===== config.mk =====
export PLATFORM = sky130hd
export DESIGN_NAME = serial_word_assembler_flat
export DESIGN_NICKNAME = d
export VERILOG_FILES = /design/src/rtl/serial_word_assembler_if.sv /design/src/rtl/serial_word_assembler.sv /design/src/flat_wrapper.sv
export SDC_FILE = /design/constraint.sdc
export NUM_CORES = 1
export LEC_CHECK = 0
export ABC_AREA = 1
export CAP_MARGIN = 40
export CORE_UTILIZATION = 45
export CTS_BUF_LIST = sky130_fd_sc_hd__clkbuf_2
export DETAILED_ROUTE_END_ITERATION = 12
export GPL_TIMING_DRIVEN = 0
export HOLD_SLACK_MARGIN = 0.1
export MAX_ROUTING_LAYER = met4
export PLACE_DENSITY = 0.66
export SLEW_MARGIN = 10
export SYNTH_ARGS = -nofsm -noshare
export SYNTH_HDL_FRONTEND = slang
export SYNTH_SLANG_ARGS = --single-unit

===== constraint.sdc =====
create_clock -name i_clk -period 1.4 [get_ports i_clk]
set_input_delay 0.14 -clock i_clk [delete_from_list [all_inputs] [get_ports i_clk]]
set_output_delay 0.14 -clock i_clk [all_outputs]
set_load 0.02 [all_outputs]

===== src/rtl/serial_word_assembler_if.sv =====
// Serial bit stream in, parallel word out.
// Slave side is the assembler, master side the surrounding logic.
interface serial_word_assembler_if #(
  parameter int WIDTH = 4
);
  logic             i_bit;
  logic             i_bit_valid;
  logic             i_frame_start;
  logic             i_word_ready;
  logic             o_bit_ready;
  logic [WIDTH-1:0] o_word;
  logic             o_word_valid;
  logic             o_load_pulse;
  logic             o_parity_err;
  logic             o_overflow;

  modport slave (
    input  i_bit,
    input  i_bit_valid,
    input  i_frame_start,
    input  i_word_ready,
    output o_bit_ready,
    output o_word,
    output o_word_valid,
    output o_load_pulse,
    output o_parity_err,
    output o_overflow
  );

  modport master (
    output i_bit,
    output i_bit_valid,
    output i_frame_start,
    output i_word_ready,
    input  o_bit_ready,
    input  o_word,
    input  o_word_valid,
    input  o_load_pulse,
    input  o_parity_err,
    input  o_overflow
  );
endinterface


===== src/rtl/serial_word_assembler.sv =====
// Collects framed serial bits into a WIDTH-bit word with optional
// even parity, one staging slot and a registered output word.
module serial_word_assembler #(
  parameter int WIDTH     = 4,
  parameter int PARITY_EN = 1,
  parameter int MSB_FIRST = 0
) (
  input logic                   i_clk,
  input logic                   i_rst,
  serial_word_assembler_if.slave bus
);

  localparam int CW = $clog2(WIDTH);

  typedef enum logic [1:0] {
    IDLE,
    DATA,
    PARITY,
    WAIT
  } state_t;

  state_t           state_q, state_d;
  logic [CW-1:0]    cnt_q, cnt_d;
  logic [WIDTH-1:0] data_q, data_d;
  logic [WIDTH-1:0] stage_q, stage_d;
  logic             stage_err_q, stage_err_d;
  logic [WIDTH-1:0] word_q, word_d;
  logic             err_q, err_d;
  logic             valid_q, valid_d;
  logic             load_q, load_d;
  logic             ovf_q, ovf_d;

  logic             bit_rdy;
  logic             acc;
  logic             done;
  logic [WIDTH-1:0] done_word;
  logic             done_err;
  logic [CW-1:0]    pidx;
  logic [CW-1:0]    p0;
  logic [WIDTH-1:0] ins;
  logic [WIDTH-1:0] first;

  assign bit_rdy = (state_q != WAIT);
  assign acc     = bus.i_bit_valid & bit_rdy;

  // Bit position for the current count and for data bit 0
  always_comb begin
    pidx  = cnt_q;
    p0    = '0;
    if (MSB_FIRST != 0) begin
      pidx = CW'(WIDTH - 1) - cnt_q;
      p0   = CW'(WIDTH - 1);
    end
    ins   = data_q;
    first = '0;
    for (int i = 0; i < WIDTH; i++) begin
      if (CW'(i) == pidx) ins[i] = bus.i_bit;
      if (CW'(i) == p0) first[i] = bus.i_bit;
    end
  end

  // Next-state: frame FSM, staging slot and output register
  always_comb begin
    state_d     = state_q;
    cnt_d       = cnt_q;
    data_d      = data_q;
    stage_d     = stage_q;
    stage_err_d = stage_err_q;
    word_d      = word_q;
    err_d       = err_q;
    valid_d     = valid_q & ~bus.i_word_ready;
    load_d      = 1'b0;
    ovf_d       = bus.i_bit_valid & ~bit_rdy;
    done        = 1'b0;
    done_word   = data_q;
    done_err    = 1'b0;

    unique case (state_q)
      IDLE: begin
        if (acc && bus.i_frame_start) begin
          data_d  = first;
          cnt_d   = CW'(1);
          state_d = DATA;
        end
      end
      DATA: begin
        if (acc) begin
          if (bus.i_frame_start) begin
            data_d = first;
            cnt_d  = CW'(1);
          end else begin
            data_d = ins;
            if (cnt_q == CW'(WIDTH - 1)) begin
              cnt_d = '0;
              if (PARITY_EN != 0) begin
                state_d = PARITY;
              end else begin
                done      = 1'b1;
                done_word = ins;
              end
            end else begin
              cnt_d = cnt_q + CW'(1);
            end
          end
        end
      end
      PARITY: begin
        if (acc) begin
          if (bus.i_frame_start) begin
            data_d  = first;
            cnt_d   = CW'(1);
            state_d = DATA;
          end else begin
            done      = 1'b1;
            done_word = data_q;
            done_err  = ^{data_q, bus.i_bit};
          end
        end
      end
      WAIT: begin
        if (bus.i_word_ready) begin
          word_d  = stage_q;
          err_d   = stage_err_q;
          valid_d = 1'b1;
          load_d  = 1'b1;
          state_d = IDLE;
        end
      end
      default: state_d = IDLE;
    endcase

    if (done) begin
      if (!valid_q || bus.i_word_ready) begin
        word_d  = done_word;
        err_d   = done_err;
        valid_d = 1'b1;
        load_d  = 1'b1;
        state_d = IDLE;
      end else begin
        stage_d     = done_word;
        stage_err_d = done_err;
        state_d     = WAIT;
      end
    end
  end

  // State and output registers, cleared asynchronously
  always_ff @(posedge i_clk or negedge i_rst) begin
    if (!i_rst) begin
      state_q     <= IDLE;
      cnt_q       <= '0;
      data_q      <= '0;
      stage_q     <= '0;
      stage_err_q <= 1'b0;
      word_q      <= '0;
      err_q       <= 1'b0;
      valid_q     <= 1'b0;
      load_q      <= 1'b0;
      ovf_q       <= 1'b0;
    end else begin
      state_q     <= state_d;
      cnt_q       <= cnt_d;
      data_q      <= data_d;
      stage_q     <= stage_d;
      stage_err_q <= stage_err_d;
      word_q      <= word_d;
      err_q       <= err_d;
      valid_q     <= valid_d;
      load_q      <= load_d;
      ovf_q       <= ovf_d;
    end
  end

  assign bus.o_bit_ready  = bit_rdy;
  assign bus.o_word       = word_q;
  assign bus.o_word_valid = valid_q;
  assign bus.o_load_pulse = load_q;
  assign bus.o_parity_err = err_q;
  assign bus.o_overflow   = ovf_q;

endmodule

===== src/flat_wrapper.sv =====
// flat-port wrapper written by rule: the top's interface ports become plain ports
module serial_word_assembler_flat 
#(
  parameter int WIDTH     = 4,
  parameter int PARITY_EN = 1,
  parameter int MSB_FIRST = 0
)
  (i_clk, i_rst, bus_i_bit, bus_i_bit_valid, bus_i_frame_start, bus_i_word_ready, bus_o_bit_ready, bus_o_word, bus_o_word_valid, bus_o_load_pulse, bus_o_parity_err, bus_o_overflow);
  serial_word_assembler_if #(.WIDTH(WIDTH)) bus_i ();
  input logic i_clk;
  input logic i_rst;
  input wire logic [$bits(bus_i.i_bit)-1:0] bus_i_bit;
  input wire logic [$bits(bus_i.i_bit_valid)-1:0] bus_i_bit_valid;
  input wire logic [$bits(bus_i.i_frame_start)-1:0] bus_i_frame_start;
  input wire logic [$bits(bus_i.i_word_ready)-1:0] bus_i_word_ready;
  output wire logic [$bits(bus_i.o_bit_ready)-1:0] bus_o_bit_ready;
  output wire logic [$bits(bus_i.o_word)-1:0] bus_o_word;
  output wire logic [$bits(bus_i.o_word_valid)-1:0] bus_o_word_valid;
  output wire logic [$bits(bus_i.o_load_pulse)-1:0] bus_o_load_pulse;
  output wire logic [$bits(bus_i.o_parity_err)-1:0] bus_o_parity_err;
  output wire logic [$bits(bus_i.o_overflow)-1:0] bus_o_overflow;
  assign bus_i.i_bit = bus_i_bit;
  assign bus_i.i_bit_valid = bus_i_bit_valid;
  assign bus_i.i_frame_start = bus_i_frame_start;
  assign bus_i.i_word_ready = bus_i_word_ready;
  assign bus_o_bit_ready = bus_i.o_bit_ready;
  assign bus_o_word = bus_i.o_word;
  assign bus_o_word_valid = bus_i.o_word_valid;
  assign bus_o_load_pulse = bus_i.o_load_pulse;
  assign bus_o_parity_err = bus_i.o_parity_err;
  assign bus_o_overflow = bus_i.o_overflow;
  serial_word_assembler #(.WIDTH(WIDTH), .PARITY_EN(PARITY_EN), .MSB_FIRST(MSB_FIRST)) u_core (.i_clk(i_clk), .i_rst(i_rst), .bus(bus_i));
endmodule

==> summary.txt <==
Place
  – Post-DP HPWL: 1452 microns
  – Pre-CTS WS: -0.1816 ns
  – GP Congestion: 0.7667
  – Port bufs: 14

Pwr
  – Clock network fraction of total power: 0.113
  – Sw power: 0.001004 W
  – Reg power frac: 0.426
  – Worst vdd ir: 0.9996 mV
  – Sw Ratio: 0.4385
  – Internal power: 0.001286 W
  – Static leakage: 0.6803 nW
  – Pwr/cell area: between 1500 and 2000 nW/um^2
  – Logic pwr share: 0.461

CTS
  – CTS tree: done
  – Clk slew on worst S/H paths: 0.22 ns
  – Worst skew pair latency: 0.33 ns
  – Sink Count: 21
  – Longest Clk Path Bufs: 2
  – CTS root buf: clkbuf_2
  – H-Tree Depth: 1
  – Num CTS Buffers: 3

Floorplanning
  – Initial Utilization: 0.4779
  – Die ar.: 2570 sq um
  – Die W: 50.70 microns
  – Chip Height: 50.70 microns
  – # IOs: 15
  – Core footprint: around 2200 sq um
  – Row Count: 17

Routing
  – DR iter-0 viols: 10
  – Wire per inst: 10.89 microns
  – Remaining DRCs: 0
  – TritonRoute pass-1 iters: 4
  – Detailed Route WL: 2015 microns
  – Final ANT Viol Nets: 0
  – Via density: slightly below 5
  – Vias: 892

Critical path
  – Required @ worst endpoint: around 1.6 ns
  – Critical path endpoint category: flip-flop
  – Critical path launch point type: flip-flop
  – Crit path kind: flip-flop to flip-flop
  – Peak fanout along the critical path: 8
  – Crit path DAT: around 1.6 ns

Timing
  – Skew final: 0.01278 ns
  – Final setup vio count: 0
  – Final Cycle Share: 0.9318
  – Slew margin rel.: 0.7149
  – Final hold slack: 0.4144 ns
  – Max Slew Vio Count: 0
  – Period minus WS final: 1.305 ns
  – Final Hold Viols: 0
  – RSZ-0062 raised after global routing: yes
  – Setup TNS: 0 ns
  – Worst Tran Pin Value: 0.4263 ns
  – Final worst setup slack: 0.09546 ns
  – Highest clock rate: 766.6 MHz

Cells and area
  – Area delta synth->final: 22.86%
  – Fin nets: around 170
  – Share of post-route cells with drive strength above 1: 0.1019
  – ANT cells: 0
  – Most frequent cells in the layout: 45 x nand2_1, 20 x inv_1, 20 x dfrtp_1, 18 x o21ai_0, 9 x nand3_1
  – Commonest non-fill, non-tap cell in the layout: nand2_1

GRT
  – GRT Total Usage: 0.1921
  – Antenna violations before repair: 0
  – Vias in the first global route: 860
  – Largest net degree at the start of global routing: 15
  – Total global routing overflow: 0
  – First-pass GRT wire length: ~3600 microns

Logic synthesis
  – Synthesized area: 1067 sq um
  – Synthesis Warnings: 0
  – Seq/Total Area, Yosys: 0.4924
  – Seq cells post-synth: 21
  – Syn_area_per_cell: 7.848 sq um
  – Post-Syn Nets: 146
  – Synth area leader: dfrtp_1
  – Syn Inst Count: roughly 140
  – Synth cell types: 15
  – Synth area leaders: dfrtp_1 49%, nand2_1 16%, o21ai_0 9.8%
  – Yosys top cell area share: 0.4924

Flow run
  – Maxcap violations: 0

Min path
  – Hold crit path type: primary input to flip-flop

Outcome
  – Status: completed
[routing by layer]
layer | routed length, microns | track usage | share of wire
met4 | 15 | 0.08333 | 0.0074
met3 | 32 | 0.02727 | 0.016
met2 | 891 | 0.3067 | 0.44
met5 | 0 | - | 0
met1 | 1074 | 0.2428 | 0.53
[Yosys cell counts]
library cell,instances
nand2_1,46
inv_1,21
o211ai_1,3
nand3_2,2
o21ai_0,21
dfrtp_1,21
a21oi_2,1
xnor2_1,1
ha_1,4
nand3_1,9
buf_2,1
nor2_2,1
clkinv_1,1
nor2_1,3
inv_2,1
[sequential cells by signal, summed over array words and instances (netlist names)]
register,cells
u_core.data_q,4
u_core.stage_err_q,1
u_core.bus.o_word,4
u_core.cnt_q,2
u_core.state_q,2
u_core.bus.o_parity_err,1
u_core.bus.o_word_valid,1
u_core.bus.o_overflow,1
u_core.bus.o_load_pulse,1
u_core.stage_q,4
[layout make-up]
cell class                      count  area [sq um]
Sequential cell                    21         526.8
Inverter                           23         86.33
Clock inverter                      1         5.005
Fill cell                         206         922.1
Multi-Input combinational cell     91         480.5
Buffer                              1         5.005
Timing Repair Buffer               17         157.7
Tap cell                           28         35.03
Clock buffer                        3         15.01
[repair_timing]
action	4_1_cts	5_1_grt
cloned	0	0
endpoints found under the hold margin	7	0
hold buffers	1	0
setup endpoints to repair	9	15
gates resized for setup	10	11
buffers inserted	0	1
[critical path, stage by stage (launching register included)]
cell	delay [ns]
dfrtp_2	0.49
nand2_1	0.11
nand2_1	0.11
a21oi_4	0.22
o21ai_0	0.15
nand2_1	0.08
o21ai_0	0.07
[final timing paths]
| check | depth (start not counted) | slack (ns) | end | start |
|---|---|---|---|---|
| max | 6 | 0.1 | u_core.data_q[3]$_DFFE_PN0P_ | u_core.state_q[1]$_DFFE_PN0P_ |
| min | 3 | 0.41 | u_core.data_q[0]$_DFFE_PN0P_ | bus_i_bit |
| min in group asynchronous | 2 | 0.62 | u_core.data_q[0]$_DFFE_PN0P_ | i_rst |
| min reg2reg | 2 | 0.51 | u_core.stage_q[1]$_DFFE_PN0P_ | u_core.stage_q[1]$_DFFE_PN0P_ |
| max in group asynchronous | 3 | 0.33 | u_core.bus.o_word[2]$_DFF_PN0_ | i_rst |
| max reg2reg | 6 | 0.1 | u_core.data_q[3]$_DFFE_PN0P_ | u_core.state_q[1]$_DFFE_PN0P_ |
[through the flow]
| stage | cells | utilization | area [sq um] | power [W] |
|---|---|---|---|---|
| floorplan | 136 | - | 1067 | 0.001693 |
| global placement | 178 | 0.5563 | 1242 | 0.002023 |
| detailed placement | 179 | 0.5630 | 1257 | 0.002061 |
| CTS | 184 | 0.5720 | 1277 | 0.002248 |
| global route | 185 | 0.5871 | 1311 | 0.002511 |
| finish | 185 | 0.5871 | 1311 | 0.002291 |
[power by group through the flow]
stage | registers (W) | logic [W] | clock network [W]
finish | 0.000977 | 0.00106 | 0.000259
global route | 0.00101 | 0.00122 | 0.000281
global placement | 0.000986 | 0.00104 | 0
detailed placement | 0.000993 | 0.00107 | 0
CTS | 0.000976 | 0.00101 | 0.000266
floorplan | 0.00108 | 0.000608 | 0
[cells by family (layout without fill, tap and decap cells)]
logic type,after synthesis,in the layout,synth area share
and+or+nand+nor,61,61,0.2392
AOI/OAI and AO/OA,25,25,0.1278
buffers and inverters,24,45,0.08557
DFF,21,21,0.4924
adders and majority gates,4,4,0.04690
xor gates and xnor gates,1,1,0.008208
(Power assumes the default switching activity.)
==> variant (config.mk and constraints unchanged) <==
`PARITY_EN` is set to 1 in 2 places; all go to 0.
--- a/src/rtl/serial_word_assembler.sv
+++ b/src/rtl/serial_word_assembler.sv
@@ -3,5 +3,5 @@
 module serial_word_assembler #(
   parameter int WIDTH     = 4,
-  parameter int PARITY_EN = 1,
+  parameter int PARITY_EN = 0,
   parameter int MSB_FIRST = 0
 ) (
--- a/src/flat_wrapper.sv
+++ b/src/flat_wrapper.sv
@@ -3,5 +3,5 @@
 #(
   parameter int WIDTH     = 4,
-  parameter int PARITY_EN = 1,
+  parameter int PARITY_EN = 0,
   parameter int MSB_FIRST = 0
 )
Formal check against the unedited RTL: not equivalent (a bounded check fails within 10 cycles, from zero or initial values and one cycle with i_rst low).
==> variant against the original RTL <==
- the run now ends with negative setup slack left
- sequential power fell by 10%
- combinational power rose by 29%
- global-route usage rose by 1.6 points
- clock skew fell by 0.0034 ns
- wire length rose by 48%
- first-iteration DRC count rose to 2.6 times the old value
- critical path depth rose by 1
- maximum frequency fell by 19%
- final area rose by 39%
- sequential cell count did not move
- synthesized area rose by 22%
- setup slack got worse by 0.30 ns
- total power rose by 9.4%
- largest cell class is now multi-input gates
- highest routed layer unchanged
==> variant: results (changes against the original RTL) <==
| Metric | Value |
|---|---|
| Synth Area in XOR/XNOR | `0.670% (-0.15 points)` |
| Switching pwr | `1.11 mW (+10%)` |
| Adder-Cell Fraction of Synth Area | `8.62% (+3.9 points)` |
| RePlAce Congestion | `0.826 (+7.7%)` |
| CTS-repair resized insts | `32 (+22)` |
| Global-route wire length before repair | `4930 µm (+38%)` |
| Max Clock Skew | `0.00938 ns (-0.00341 ns)` |
| Layout Nets | `211 (+26%)` |
| Postcts setup bufs | `8 (+8)` |
| CTS clock-pin slew for the worst setup and hold paths | `0.21 ns` |
| Crit path max-delay family | `simple AND/OR/NAND/NOR gates` |
| Fin Setup TNS | `-3.32 ns (-3.32 ns)` |
| Clk buf depth | `2 (unchanged)` |
| Global Route met3 Usage | `4.88% (+2.2 points)` |
| Root Buffer | `clkbuf_2` |
| Post-Synthesis Net Count | `177 (+21%)` |
| Grt met2 use | `36.1% (+5.5 points)` |
| Met2 Wirelength | `1530 µm (+71%)` |
| Routed len/inst | `13.2 µm (+21%)` |
| Sequential share of the synthesized area | `40.2% (-9.0 points)` |
| Hold WS | `0.456 ns (+0.0415 ns)` |
| Main synth FF type | `dfrtp_1` |
| Setup WS post-layout | `-0.205 ns (-0.301 ns)` |
| DR WL met3 | `97 µm (+200%)` |
| Asr flop ratio synth | `100% (unchanged)` |
| Compound-Gate Fraction of Synth Area | `13.6% (+0.82 points)` |
| Static Leakage | `0.917 nW (+35%)` |
| Mux contribution to synthesized area | `2.59% (+2.6 points)` |
| Synth cell types | `24 (+9)` |
| Peak supply drop | `0.948 mV (-5.1%)` |
| Via-per-instance ratio | `5.15 (+6.8%)` |
| Layout cells sized above 1 | `35.4% (+25 points)` |
| Uppermost routed layer | `met4` |
| Synth cell count leaders | `nand2_1, dfrtp_1, inv_1, o21ai_0, nand3_1` |
| Total CTS buffers | `3 (unchanged)` |
| Skew-Pair Late Insertion Delay | `0.34 ns` |
| Worst Reg-to-Reg Cells | `7 (+1)` |
| TritonRoute pass-1 iters | `4 (unchanged)` |
| Area post-placement | `0.00156 mm² (+24%)` |
| Area contributors post-synth | `dfrtp_1, nand2_1, ha_1, o21ai_0, inv_1` |
| Final setup violation count | `20 (+20)` |
| Vias in the first global route | `1108 (+29%)` |
| Max-slew headroom | `74.2% (+2.7 points)` |
| Fill cells | `228 (+11%)` |
| M1 GR Usage | `24.3% (about the same)` |
| Total GRT Usage | `20.8% (+1.6 points)` |
| DPL Wire Length | `1910 µm (+31%)` |
| Status | `complete, but fails checks` |
| Crit path max fanout | `7 (-1)` |
| Failing checks | `negative setup slack` |
| DRT iter0 DRCs | `26 (+16)` |
| Wl on met1 | `1330 µm (+24%)` |
variant: worst paths after layout:
| check | start | end |
|---|---|---|
| worst max register to register | u_core.state_q[0] | u_core.bus.o_word[0] |
| worst min register to register | u_core.stage_err_q | u_core.stage_err_q |
| worst min-delay path | bus_i_bit_valid | u_core.bus.o_overflow |
| max in group asynchronous | i_rst | u_core.state_q[0] |
| worst max-delay path | u_core.state_q[0] | u_core.bus.o_word[0] |
| min in group asynchronous | i_rst | u_core.bus.o_overflow |
variant: layout make-up:
cell class	count	area share, %
Tap cell	31	2.12
Buffer	2	1.23
Timing Repair Buffer	29	15.4
Clock buffer	3	0.821
Sequential cell	21	28.9
Inverter	20	4.79
Multi-Input combinational cell	119	46.5
Clock inverter	1	0.274
variant: power by group through the flow:
stage	clock, mW	sequential [mW]	combinational (mW)
global route	0.293	0.898	1.51
global placement	0	0.867	1.07
finish	0.262	0.875	1.37
CTS	0.268	0.866	1.24
detailed placement	0	0.879	1.10
floorplan	0	0.919	0.754
variant: per-stage QoR:
step	power, mW	instances	setup WS [ns]	util (%)
after floorplan	1.67	162	-0.0642	-
after global placement	1.94	207	-0.210	56.0
after detailed placement	1.98	208	-0.229	56.5
after CTS	2.37	223	-0.204	62.8
after global routing	2.70	226	-0.310	66.3
final	2.51	226	-0.205	66.3
variant: cell families (layout without fill, tap and decap cells):
logic type,after synthesis,after routing
compound gates,31,31
xor+xnor,1,1
fa+ha+maj,9,9
buf+inv,22,55
flops,21,21
mux,3,3
simple gates,75,75
variant: tightest hold or removal path, cell delays in order:
cell             delay, ns
clkdlybuf4s50_1       0.51
nand2_1               0.11
inv_1                 0.03
